**src/rtl/elastic_pipe_pkg.sv**
```systemverilog
`default_nettype none
// ============================================================================
// Module   : elastic_pipe_pkg
// Brief    : Shared constants and elaboration helpers for elastic_pipeline.
// Revision : 1.0  initial release
// ============================================================================
package elastic_pipe_pkg;

    localparam int MAX_STAGES = 16;

    function automatic int occ_width(input int n);
        return $clog2(n + 1);
    endfunction

    function automatic bit params_legal(input int num_stages, input int data_width);
        return (num_stages >= 1) && (num_stages <= MAX_STAGES) && (data_width >= 1);
    endfunction

endpackage
`default_nettype wire

```
**src/rtl/elastic_pipe_if.sv**
```systemverilog
`default_nettype none
// ============================================================================
// Module   : elastic_pipe_if
// Brief    : Producer/consumer handshake bundle around the elastic pipeline.
// Revision : 1.0  initial release
// ============================================================================
interface elastic_pipe_if
    import elastic_pipe_pkg::*;
#(
    parameter int DATA_WIDTH = 16,
    parameter int OCC_WIDTH  = occ_width(3)
) ();

    logic                  flush;
    logic                  in_valid;
    logic [DATA_WIDTH-1:0] in_data;
    logic                  in_ready;
    logic                  out_valid;
    logic [DATA_WIDTH-1:0] out_data;
    logic                  out_ready;
    logic [OCC_WIDTH-1:0]  occupancy;

    // master is the surrounding logic (producer + consumer), slave is the pipeline
    modport master (
        output flush, in_valid, in_data, out_ready,
        input  in_ready, out_valid, out_data, occupancy
    );

    modport slave (
        input  flush, in_valid, in_data, out_ready,
        output in_ready, out_valid, out_data, occupancy
    );

endinterface
`default_nettype wire

```
**src/rtl/elastic_pipe_stage.sv**
```systemverilog
`default_nettype none
// ============================================================================
// Module   : elastic_pipe_stage
// Brief    : One valid/payload register pair with load, hold and flush.
// Revision : 1.0  initial release
// ============================================================================
module elastic_pipe_stage
    import elastic_pipe_pkg::*;
#(
    parameter int DATA_WIDTH = 16,
    parameter bit RESET_DATA = 1'b1
) (
    input  wire logic                  clk,
    input  wire logic                  rst,
    input  wire logic                  i_flush,
    input  wire logic                  i_load,
    input  wire logic                  i_valid,
    input  wire logic [DATA_WIDTH-1:0] i_data,
    output logic                       o_valid,
    output logic                       o_valid_nxt,
    output logic [DATA_WIDTH-1:0]      o_data
);

    logic                  r_valid;
    logic [DATA_WIDTH-1:0] r_data;
    logic                  w_valid_nxt;
    logic                  w_write;

    always_comb begin
        w_valid_nxt = r_valid;
        if (i_flush) begin
            w_valid_nxt = 1'b0;
        end else if (i_load) begin
            w_valid_nxt = i_valid;
        end
    end

    // Bubbles and flushes never touch the payload, only the valid bit.
    assign w_write = i_load & i_valid & ~i_flush;

    always_ff @(posedge clk or posedge rst) begin
        if (rst) begin
            r_valid <= 1'b0;
        end else begin
            r_valid <= w_valid_nxt;
        end
    end

    if (RESET_DATA) begin : g_data_rst
        always_ff @(posedge clk or posedge rst) begin
            if (rst) begin
                r_data <= '0;
            end else if (w_write) begin
                r_data <= i_data;
            end
        end
    end else begin : g_data_norst
        always_ff @(posedge clk) begin
            if (w_write) begin
                r_data <= i_data;
            end
        end
    end

    assign o_valid     = r_valid;
    assign o_valid_nxt = w_valid_nxt;
    assign o_data      = r_data;

endmodule
`default_nettype wire

```
**src/rtl/elastic_pipeline.sv**
```systemverilog
`default_nettype none
// ============================================================================
// Module   : elastic_pipeline
// Brief    : NUM_STAGES-deep valid/ready register pipeline with flush and
//            registered occupancy count.
// Revision : 1.0  initial release
// ============================================================================
module elastic_pipeline
    import elastic_pipe_pkg::*;
#(
    parameter int NUM_STAGES = 3,
    parameter int DATA_WIDTH = 16,
    parameter bit RESET_DATA = 1'b1
) (
    input  wire logic     clk,
    input  wire logic     rst,
    elastic_pipe_if.slave bus
);

    localparam int c_occ_width = occ_width(NUM_STAGES);

    if (!params_legal(NUM_STAGES, DATA_WIDTH)) begin : g_param_check
        $error("elastic_pipeline: NUM_STAGES must be 1..%0d and DATA_WIDTH >= 1", MAX_STAGES);
    end

    logic [NUM_STAGES-1:0]  w_v;
    logic [NUM_STAGES-1:0]  w_v_nxt;
    logic [NUM_STAGES-1:0]  w_rdy;
    logic [NUM_STAGES-1:0]  w_up_v;
    logic [DATA_WIDTH-1:0]  w_up_d [NUM_STAGES];
    logic [DATA_WIDTH-1:0]  w_d    [NUM_STAGES];
    logic [c_occ_width-1:0] w_occ_nxt;
    logic [c_occ_width-1:0] r_occ;

    // Ready ripples combinationally from out_ready back to in_ready through
    // every stage: this chain is the critical timing path for deep pipelines.
    always_comb begin
        w_rdy = '0;
        w_rdy[NUM_STAGES-1] = ~w_v[NUM_STAGES-1] | bus.out_ready;
        for (int i = NUM_STAGES - 2; i >= 0; i--) begin
            w_rdy[i] = ~w_v[i] | w_rdy[i+1];
        end
    end

    always_comb begin
        w_up_v    = '0;
        w_up_v[0] = bus.in_valid;
        w_up_d[0] = bus.in_data;
        for (int i = 1; i < NUM_STAGES; i++) begin
            w_up_v[i] = w_v[i-1];
            w_up_d[i] = w_d[i-1];
        end
    end

    for (genvar i = 0; i < NUM_STAGES; i++) begin : g_stage
        elastic_pipe_stage #(
            .DATA_WIDTH (DATA_WIDTH),
            .RESET_DATA (RESET_DATA)
        ) u_stage (
            .clk         (clk),
            .rst         (rst),
            .i_flush     (bus.flush),
            .i_load      (w_rdy[i]),
            .i_valid     (w_up_v[i]),
            .i_data      (w_up_d[i]),
            .o_valid     (w_v[i]),
            .o_valid_nxt (w_v_nxt[i]),
            .o_data      (w_d[i])
        );
    end

    // Counting the next-state valids keeps occupancy aligned with v after each edge.
    always_comb begin
        w_occ_nxt = '0;
        for (int i = 0; i < NUM_STAGES; i++) begin
            w_occ_nxt = w_occ_nxt + c_occ_width'(w_v_nxt[i]);
        end
    end

    always_ff @(posedge clk or posedge rst) begin
        if (rst) begin
            r_occ <= '0;
        end else begin
            r_occ <= w_occ_nxt;
        end
    end

    assign bus.in_ready  = w_rdy[0] & ~bus.flush;
    assign bus.out_valid = w_v[NUM_STAGES-1];
    assign bus.out_data  = w_d[NUM_STAGES-1];
    assign bus.occupancy = r_occ;

endmodule
`default_nettype wire

```
**src/flat_wrapper.sv**
```systemverilog
// flat-port wrapper written by rule: the top's interface ports become plain ports
module elastic_pipeline_flat import elastic_pipe_pkg::*;
#(
    parameter int NUM_STAGES = 3,
    parameter int DATA_WIDTH = 16,
    parameter bit RESET_DATA = 1'b1
)
  (clk, rst, bus_flush, bus_in_valid, bus_in_data, bus_out_ready, bus_in_ready, bus_out_valid, bus_out_data, bus_occupancy);
  elastic_pipe_if #(.DATA_WIDTH(DATA_WIDTH), .OCC_WIDTH((occ_width((3))))) bus_i ();
  input  wire logic clk;
  input  wire logic rst;
  input wire logic [$bits(bus_i.flush)-1:0] bus_flush;
  input wire logic [$bits(bus_i.in_valid)-1:0] bus_in_valid;
  input wire logic [$bits(bus_i.in_data)-1:0] bus_in_data;
  input wire logic [$bits(bus_i.out_ready)-1:0] bus_out_ready;
  output wire logic [$bits(bus_i.in_ready)-1:0] bus_in_ready;
  output wire logic [$bits(bus_i.out_valid)-1:0] bus_out_valid;
  output wire logic [$bits(bus_i.out_data)-1:0] bus_out_data;
  output wire logic [$bits(bus_i.occupancy)-1:0] bus_occupancy;
  assign bus_i.flush = bus_flush;
  assign bus_i.in_valid = bus_in_valid;
  assign bus_i.in_data = bus_in_data;
  assign bus_i.out_ready = bus_out_ready;
  assign bus_in_ready = bus_i.in_ready;
  assign bus_out_valid = bus_i.out_valid;
  assign bus_out_data = bus_i.out_data;
  assign bus_occupancy = bus_i.occupancy;
  elastic_pipeline #(.NUM_STAGES(NUM_STAGES), .DATA_WIDTH(DATA_WIDTH), .RESET_DATA(RESET_DATA)) u_core (.clk(clk), .rst(rst), .bus(bus_i));
endmodule
```
**config.mk**
```make
export PLATFORM = sky130hd
export DESIGN_NAME = elastic_pipeline_flat
export DESIGN_NICKNAME = d
export VERILOG_FILES = /design/src/rtl/elastic_pipe_pkg.sv /design/src/rtl/elastic_pipe_if.sv /design/src/rtl/elastic_pipe_stage.sv /design/src/rtl/elastic_pipeline.sv /design/src/flat_wrapper.sv
export SDC_FILE = /design/constraint.sdc
export NUM_CORES = 1
export LEC_CHECK = 0
export BUFFER_PORTS_ARGS = -buffer_cell sky130_fd_sc_hd__buf_4
export CAP_MARGIN = 20
export CORE_MARGIN = 4
export CORE_UTILIZATION = 23
export CTS_CLUSTER_DIAMETER = 150
export DETAILED_ROUTE_END_ITERATION = 10
export PLACE_DENSITY = 0.39
export REMOVE_ABC_BUFFERS = 1
export SLEW_MARGIN = 20
export SYNTH_ARGS = -nofsm -noshare
export SYNTH_HDL_FRONTEND = slang
export SYNTH_SLANG_ARGS = --single-unit
```
**constraint.sdc**
```tcl
create_clock -name clk -period 2.78 [get_ports clk]
set_clock_uncertainty 0.05 [all_clocks]
set_input_delay 0.417 -clock clk [delete_from_list [all_inputs] [get_ports clk]]
set_output_delay 0.417 -clock clk [all_outputs]
set_load 0.01 [all_outputs]
```
==> results of run 1 <==
==> worst min-delay path by stage <==
| stage | startpoint | end | slack (ns) | depth (start not counted) |
|---|---|---|---|---|
| 6_report | bus_in_data[2] | u_core.g_stage[0].u_stage.o_data[2] | 0.29 | 2 |
| 5_1_grt | bus_in_data[8] | u_core.g_stage[0].u_stage.o_data[8] | 0.27 | 2 |
| 3_5_place_dp | rst | u_core.g_stage[2].u_stage.o_data[3] | 0.32 | 2 |
| 2_1_floorplan | u_core.g_stage[1].u_stage.o_data[0] | u_core.g_stage[2].u_stage.o_data[0] | 0.42 | 1 |
| 4_1_cts | bus_in_data[2] | u_core.g_stage[0].u_stage.o_data[2] | 0.28 | 2 |
| 3_3_place_gp | rst | u_core.g_stage[2].u_stage.o_data[4] | 0.32 | 2 |
==> worst max-delay path: stages (launching register included) <==
cell	delay (ns)
dfrtp_1	0.43
and4b_1	0.23
or3b_1	0.75
mux2_4	0.44
==> cell families (layout without fill, tap and decap cells) <==
family / count (synthesis) / count (layout) / synth area share
compound gates: 2 / 2 / 0.00673
mux: 48 / 48 / 0.283
fa+ha+maj: 1 / 1 / 0.00979
flops: 53 / 53 / 0.649
simple gates: 10 / 10 / 0.0275
buf+inv: 8 / 53 / 0.0245
==> sequential cells by signal, summed over array words and instances (netlist names) <==
signal and count:
u_core.g_stage.u_stage.o_valid 3, u_core.g_stage.u_stage.o_data 48, u_core.bus.occupancy 2
==> area by class of cell <==
class,instances,area share
repair buffers,43,0.126
clock buffers,6,0.0320
well taps,108,0.0523
flip-flops and latches,53,0.514
clock inverters,2,0.0145
multi-input cells,61,0.259
inverters,2,0.00291
==> metrics by stage <==
step,setup WS (ns),hold slack [ns],area (um2),total power [uW],util
final,0.761,0.292,2580,2090,0.298
after global routing,0.685,0.270,2580,2230,0.298
after CTS,0.738,0.281,2580,2140,0.298
after detailed placement,0.598,0.325,2450,1580,0.283
after global placement,0.635,0.318,2450,1570,0.283
after floorplan,0.969,0.425,2000,1330,-
==> metal layers <==
metal	vias up	GRT usage	part of all wire
li1	509	-	-
met1	568	0.109	0.46
met2	29	0.128	0.48
met3	7	0.0300	0.053
met4	0	0.0212	0.014
met5	-	0	0
==> repair_timing <==
action,in CTS,in global routing
setup buffers,0,0
hold buffers,1,0
endpoints found under the hold margin,11,0
==> cell usage in the layout, fill, tap and decap left out, drive strengths merged <==
cell type,synthesis,routed
dfrtp,53,53
mux2,48,48
buf,6,42
nor2,6,6
clkbuf,0,6
or3b,2,2
inv,2,2
nor2b,1,1
and4b,1,1
a211o,1,1
a21oi,1,1
fa,1,1
bufinv,0,1
clkinvlp,0,1
dlygate4sd3,0,1
==> power groups by stage <==
stage	logic [uW]	clock network [uW]	registers, uW
finish	479	540	1070
global route	529	603	1100
CTS	494	567	1080
detailed placement	491	0	1090
global placement	485	0	1080
floorplan	218	0	1110
==> metrics.csv, run 1 <==
stage;metric;value;unit
outcome;status;completed;
cells_and_area;area growth from synthesis to layout;26.3;%
sta;fin. max-slew vios;0;
min_path;Hold Path Class;input port to register;
pwr;P_int;1570;uW
grt;global-route wire length before repair;6500;um
yosys;yosys warns;0;
yosys;Yosys cell types;14;
cells_and_area;share of layout cells above drive strength 1;0.599;
pwr;Gate power share;0.229;
yosys;top cells by count, synth;dfrtp_1 (53), mux2_2 (38), mux2_4 (10), nor2_1 (6), buf_2 (4);
placement;HPWL after detailed placement;2640;um
clocking;H-tree depth;2;
detailed_routing;vias per cell;4.05;
worst_setup_path;crit path capture;u_core.g_stage[0].u_stage.o_data[7];
floorplan;total core area;8680;um2
sta;final setup vio count;0;
clocking;clk root buf;clkbuf_8;
pwr;sw frac;0.248;
yosys;count leader, synth;dfrtp_1;
pwr;Clock power frac;0.258;
cells_and_area;multi-input logic area;668;um2
clocking;CTS clk-pin slew, worst paths;0.10;ns
cells_and_area;Fill cells;909;
grt;gr ovfl total;0;
yosys;leading area contributor after synthesis;dfrtp_1;
worst_setup_path;Worst Setup SP;u_core.g_stage[1].u_stage.o_valid;
detailed_routing;Final ANT Viol Nets;0;
yosys;cell area after synthesis;2040;um2
grt;GRT Util Overall;0.0824;
clocking;CTS tree;yes;
worst_setup_path;R2R Setup Slk;0.76;ns
yosys;top cells by area, synth;dfrtp_1 (65%), mux2_2 (21%), mux2_4 (7.3%), buf_6 (1.1%), nor2_1 (1.1%);
cells_and_area;antenna diode count;0;
worst_setup_path;Crit Path Max Fanout;16;
detailed_routing;via count;1113;
floorplan;Ports;41;
worst_setup_path;worst path required time;2.92;ns
yosys;number of synthesized flops with an enable pin;0;
clocking;# clock sinks;53;
placement;Post-Place Cells;266;
worst_setup_path;R2R Path End;u_core.g_stage[0].u_stage.o_data[7];
yosys;Main synth FF type;dfrtp_1;
detailed_routing;DRC;0;
floorplan;Starting Density;0.236;
floorplan;chip width;102;um
clocking;CTS Buffer Depth;2;
yosys;Synth async-reset ratio;1.00;
clocking;Resized Gates After CTS;0;
flow_run;# Max-Cap Violations;0;
yosys;Seq cells post-synth;53;
pwr;Leakage;0.00121;uW
placement;Placer Congestion;0.781;
cells_and_area;sequential cell area;1330;um2
detailed_routing;Pre-antenna DRT Iters;2;
worst_setup_path;Setup CP Type;register to register;
detailed_routing;Routed WL;3880;um
worst_setup_path;Worst Setup Start Kind;register;
sta;Max Clk Rate;495;MHz
worst_setup_path;reg2reg start;u_core.g_stage[1].u_stage.o_valid;
yosys;Avg Inst Size Synth;16.8;um2
sta;Worst-Margin Slew;0.935;ns
floorplan;die height;102;um
floorplan;die area;10500;um2
grt;vias in the first global route;1262;
sta;setup TNS;0;ns
grt;largest net degree at the start of global routing;43;
placement;port bufs;40;
worst_setup_path;cells on worst reg2reg path;3;
detailed_routing;Starting DRT DRC Count;52;
clocking;clk_lat worst skew;0.30;ns
clocking;CTS buffer count;5;
detailed_routing;Routed WL per cell;14.1;um
worst_setup_path;type of destination of the critical path;register;
worst_setup_path;CP Data Arrival Time;2.16;ns
yosys;Cells after Synth;122;
floorplan;Core Rows;34;
sta;RSZ-0062 raised after global routing;no;
sta;Final min period;2.02;ns
sta;Final Hold Fails;0;
pwr;VDD IR max;0.293;mV
pwr;Power Dens Cells;809;nW/um2
pwr;NetSw;518;uW
sta;max_slew headroom;0.376;
cells_and_area;Nets;188;
cells_and_area;fin cells;275;
yosys;Yosys top cell area share;0.649;
pwr;sequential share of power;0.512;
grt;initial antenna violation count;0;
yosys;post-synthesis sequential area ratio;0.649;
sta;Final period util;0.726;
Power figures use the tool's default switching activity.
==> run 2, diff against run 1 <==
- PLACE_DENSITY: 0.39 -> 0.4
- clock period: 2.78 -> 1.66 ns (I/O delays scaled with it)
==> metrics.csv, run 2 (synthesized netlist as in run 1, its figures left out) <==
stage;metric;value;unit
floorplan;total core area;8680;um2
pwr;Tot Pwr;3520;uW
sta;hold slack;0.128;ns
sta;RSZ-0062 raised after global routing;yes;
sta;Max Clk Rate;614;MHz
worst_setup_path;R2R Path End;u_core.g_stage[0].u_stage.o_data[1];
sta;Final period util;0.981;
worst_setup_path;Worst Setup Start Kind;register;
pwr;Leakage;0.00129;uW
sta;final setup vio count;0;
floorplan;die height;102;um
cells_and_area;number of flip-flops in the largest register;48;
floorplan;Starting Density;0.236;
clocking;clk root buf;clkbuf_8;
worst_setup_path;cells on worst reg2reg path;4;
worst_setup_path;reg2reg start;u_core.g_stage[0].u_stage.o_valid;
cells_and_area;area growth from synthesis to layout;32.9;%
worst_setup_path;CP cell instances;and4b_1 -> or3b_4 -> buf_12 -> mux2_4;
cells_and_area;antenna diode count;0;
floorplan;Core Rows;34;
worst_setup_path;R2R Setup Slk;0.03;ns
worst_setup_path;Worst Setup SP;u_core.g_stage[0].u_stage.o_valid;
detailed_routing;Pre-antenna DRT Iters;2;
sta;setup TNS;0;ns
detailed_routing;DRC;0;
clocking;CTS clk-pin slew, worst paths;0.09;ns
detailed_routing;Routed WL;4040;um
flow_run;# Max-Cap Violations;0;
clocking;CTS tree;yes;
grt;initial antenna violation count;0;
grt;vias in the first global route;1293;
placement;port bufs;40;
worst_setup_path;type of destination of the critical path;register;
sta;max_slew headroom;0.808;
worst_setup_path;CP Data Arrival Time;1.76;ns
floorplan;Ports;41;
grt;GRT Util Overall;0.0811;
worst_setup_path;worst path required time;1.79;ns
cells_and_area;most frequent cells in the layout;dfrtp_1 (53), buf_4 (45), mux2_2 (38);
outcome;status;completed;
worst_setup_path;Crit Path Max Fanout;16;
sta;Final min period;1.63;ns
worst_setup_path;CP max stage delay;0.39;ns
clocking;CTS Buffer Depth;2;
worst_setup_path;crit path capture;u_core.g_stage[0].u_stage.o_data[1];
cells_and_area;Nets;196;
detailed_routing;Routed WL per cell;14.3;um
detailed_routing;Final ANT Viol Nets;0;
detailed_routing;via count;1132;
detailed_routing;Starting DRT DRC Count;24;
placement;Placer Congestion;0.700;
sta;Final Hold Fails;0;
cells_and_area;sequential cell area;1330;um2
pwr;Power Dens Cells;1300;nW/um2
floorplan;chip width;102;um
detailed_routing;vias per cell;4.00;
pwr;VDD IR max;0.382;mV
grt;largest net degree at the start of global routing;54;
cells_and_area;most common cell after layout, fill and taps aside;dfrtp_1;
sta;Worst-Margin Slew;0.288;ns
clocking;clk_lat worst skew;0.30;ns
grt;global-route wire length before repair;6550;um
min_path;hold path start;bus_in_data[4];
clocking;# clock sinks;53;
cells_and_area;Fill cells;895;
cells_and_area;share of layout cells above drive strength 1;0.629;
floorplan;die area;10500;um2
grt;gr ovfl total;0;
placement;HPWL after detailed placement;2680;um
clocking;H-tree depth;2;
cells_and_area;multi-input logic area;678;um2
sta;fin. max-slew vios;0;
min_path;Hold Path Class;input port to register;
worst_setup_path;Setup CP Type;register to register;
worst_setup_path;critical path's slowest cell;or3b_4;
clocking;CTS buffer count;5;
run 2: layer usage:
layer  vias to the layer above  part of all wire  wire (um)  GRT usage
met4                         0            0.0045         18     0.0121
met1                       582              0.45       1810      0.103
met3                         2             0.050        203     0.0266
li1                        524                 -          -          -
met2                        24              0.50       2000      0.137
met5                         -                 0          0          0
run 2: worst max-delay path: cells and delay by family (launching register included):
kind / cells / cell delay [ns]
muxes: 1 / 0.30
and+or+nand+nor: 2 / 0.62
buffers and inverters: 1 / 0.17
DFF: 1 / 0.38
run 2: worst min path at each step:
stage | slack (ns) | cells past startpoint | to
floorplan | 0.29 | 1 | u_core.g_stage[0].u_stage.o_valid
global placement | 0.27 | 3 | u_core.g_stage[2].u_stage.o_data[8]
finish | 0.13 | 2 | u_core.g_stage[0].u_stage.o_data[4]
detailed placement | 0.28 | 3 | u_core.g_stage[2].u_stage.o_data[5]
global route | 0.11 | 2 | u_core.g_stage[0].u_stage.o_data[7]
CTS | 0.12 | 2 | u_core.g_stage[0].u_stage.o_data[4]
run 2: layout make-up:
cell class | instances | area share
tap | 108 | 0.0497
inverter | 2 | 0.00276
clock inverter | 1 | 0.0111
multi-input combinational | 61 | 0.250
timing repair buffer | 51 | 0.167
sequential | 53 | 0.488
clock buffer | 7 | 0.0318
run 2: timing repair:
| action | 4_1_cts | 5_1_grt |
|---|---|---|
| resized for setup | 1 | 3 |
| cloned | 0 | 1 |
| buffers inserted | 1 | 1 |
| hold endpoints to repair | 53 | 0 |
| hold buffers | 1 | 0 |
| endpoints found under the setup margin | 11 | 28 |
run 2: power by group:
part	switching (uW)	internal, uW
Clock	396	492
Combinational	300	536
Sequential	170	1630
run 2: through the flow:
stage / setup slack, ns / util / instances / area (um2)
after floorplan: -0.143 / - / 116 / 2000
after global placement: 0.0409 / 0.293 / 271 / 2540
after detailed placement: -0.00858 / 0.293 / 271 / 2540
after CTS: 0.0191 / 0.308 / 281 / 2680
after global routing: -0.0256 / 0.313 / 283 / 2720
final: 0.0311 / 0.313 / 283 / 2720
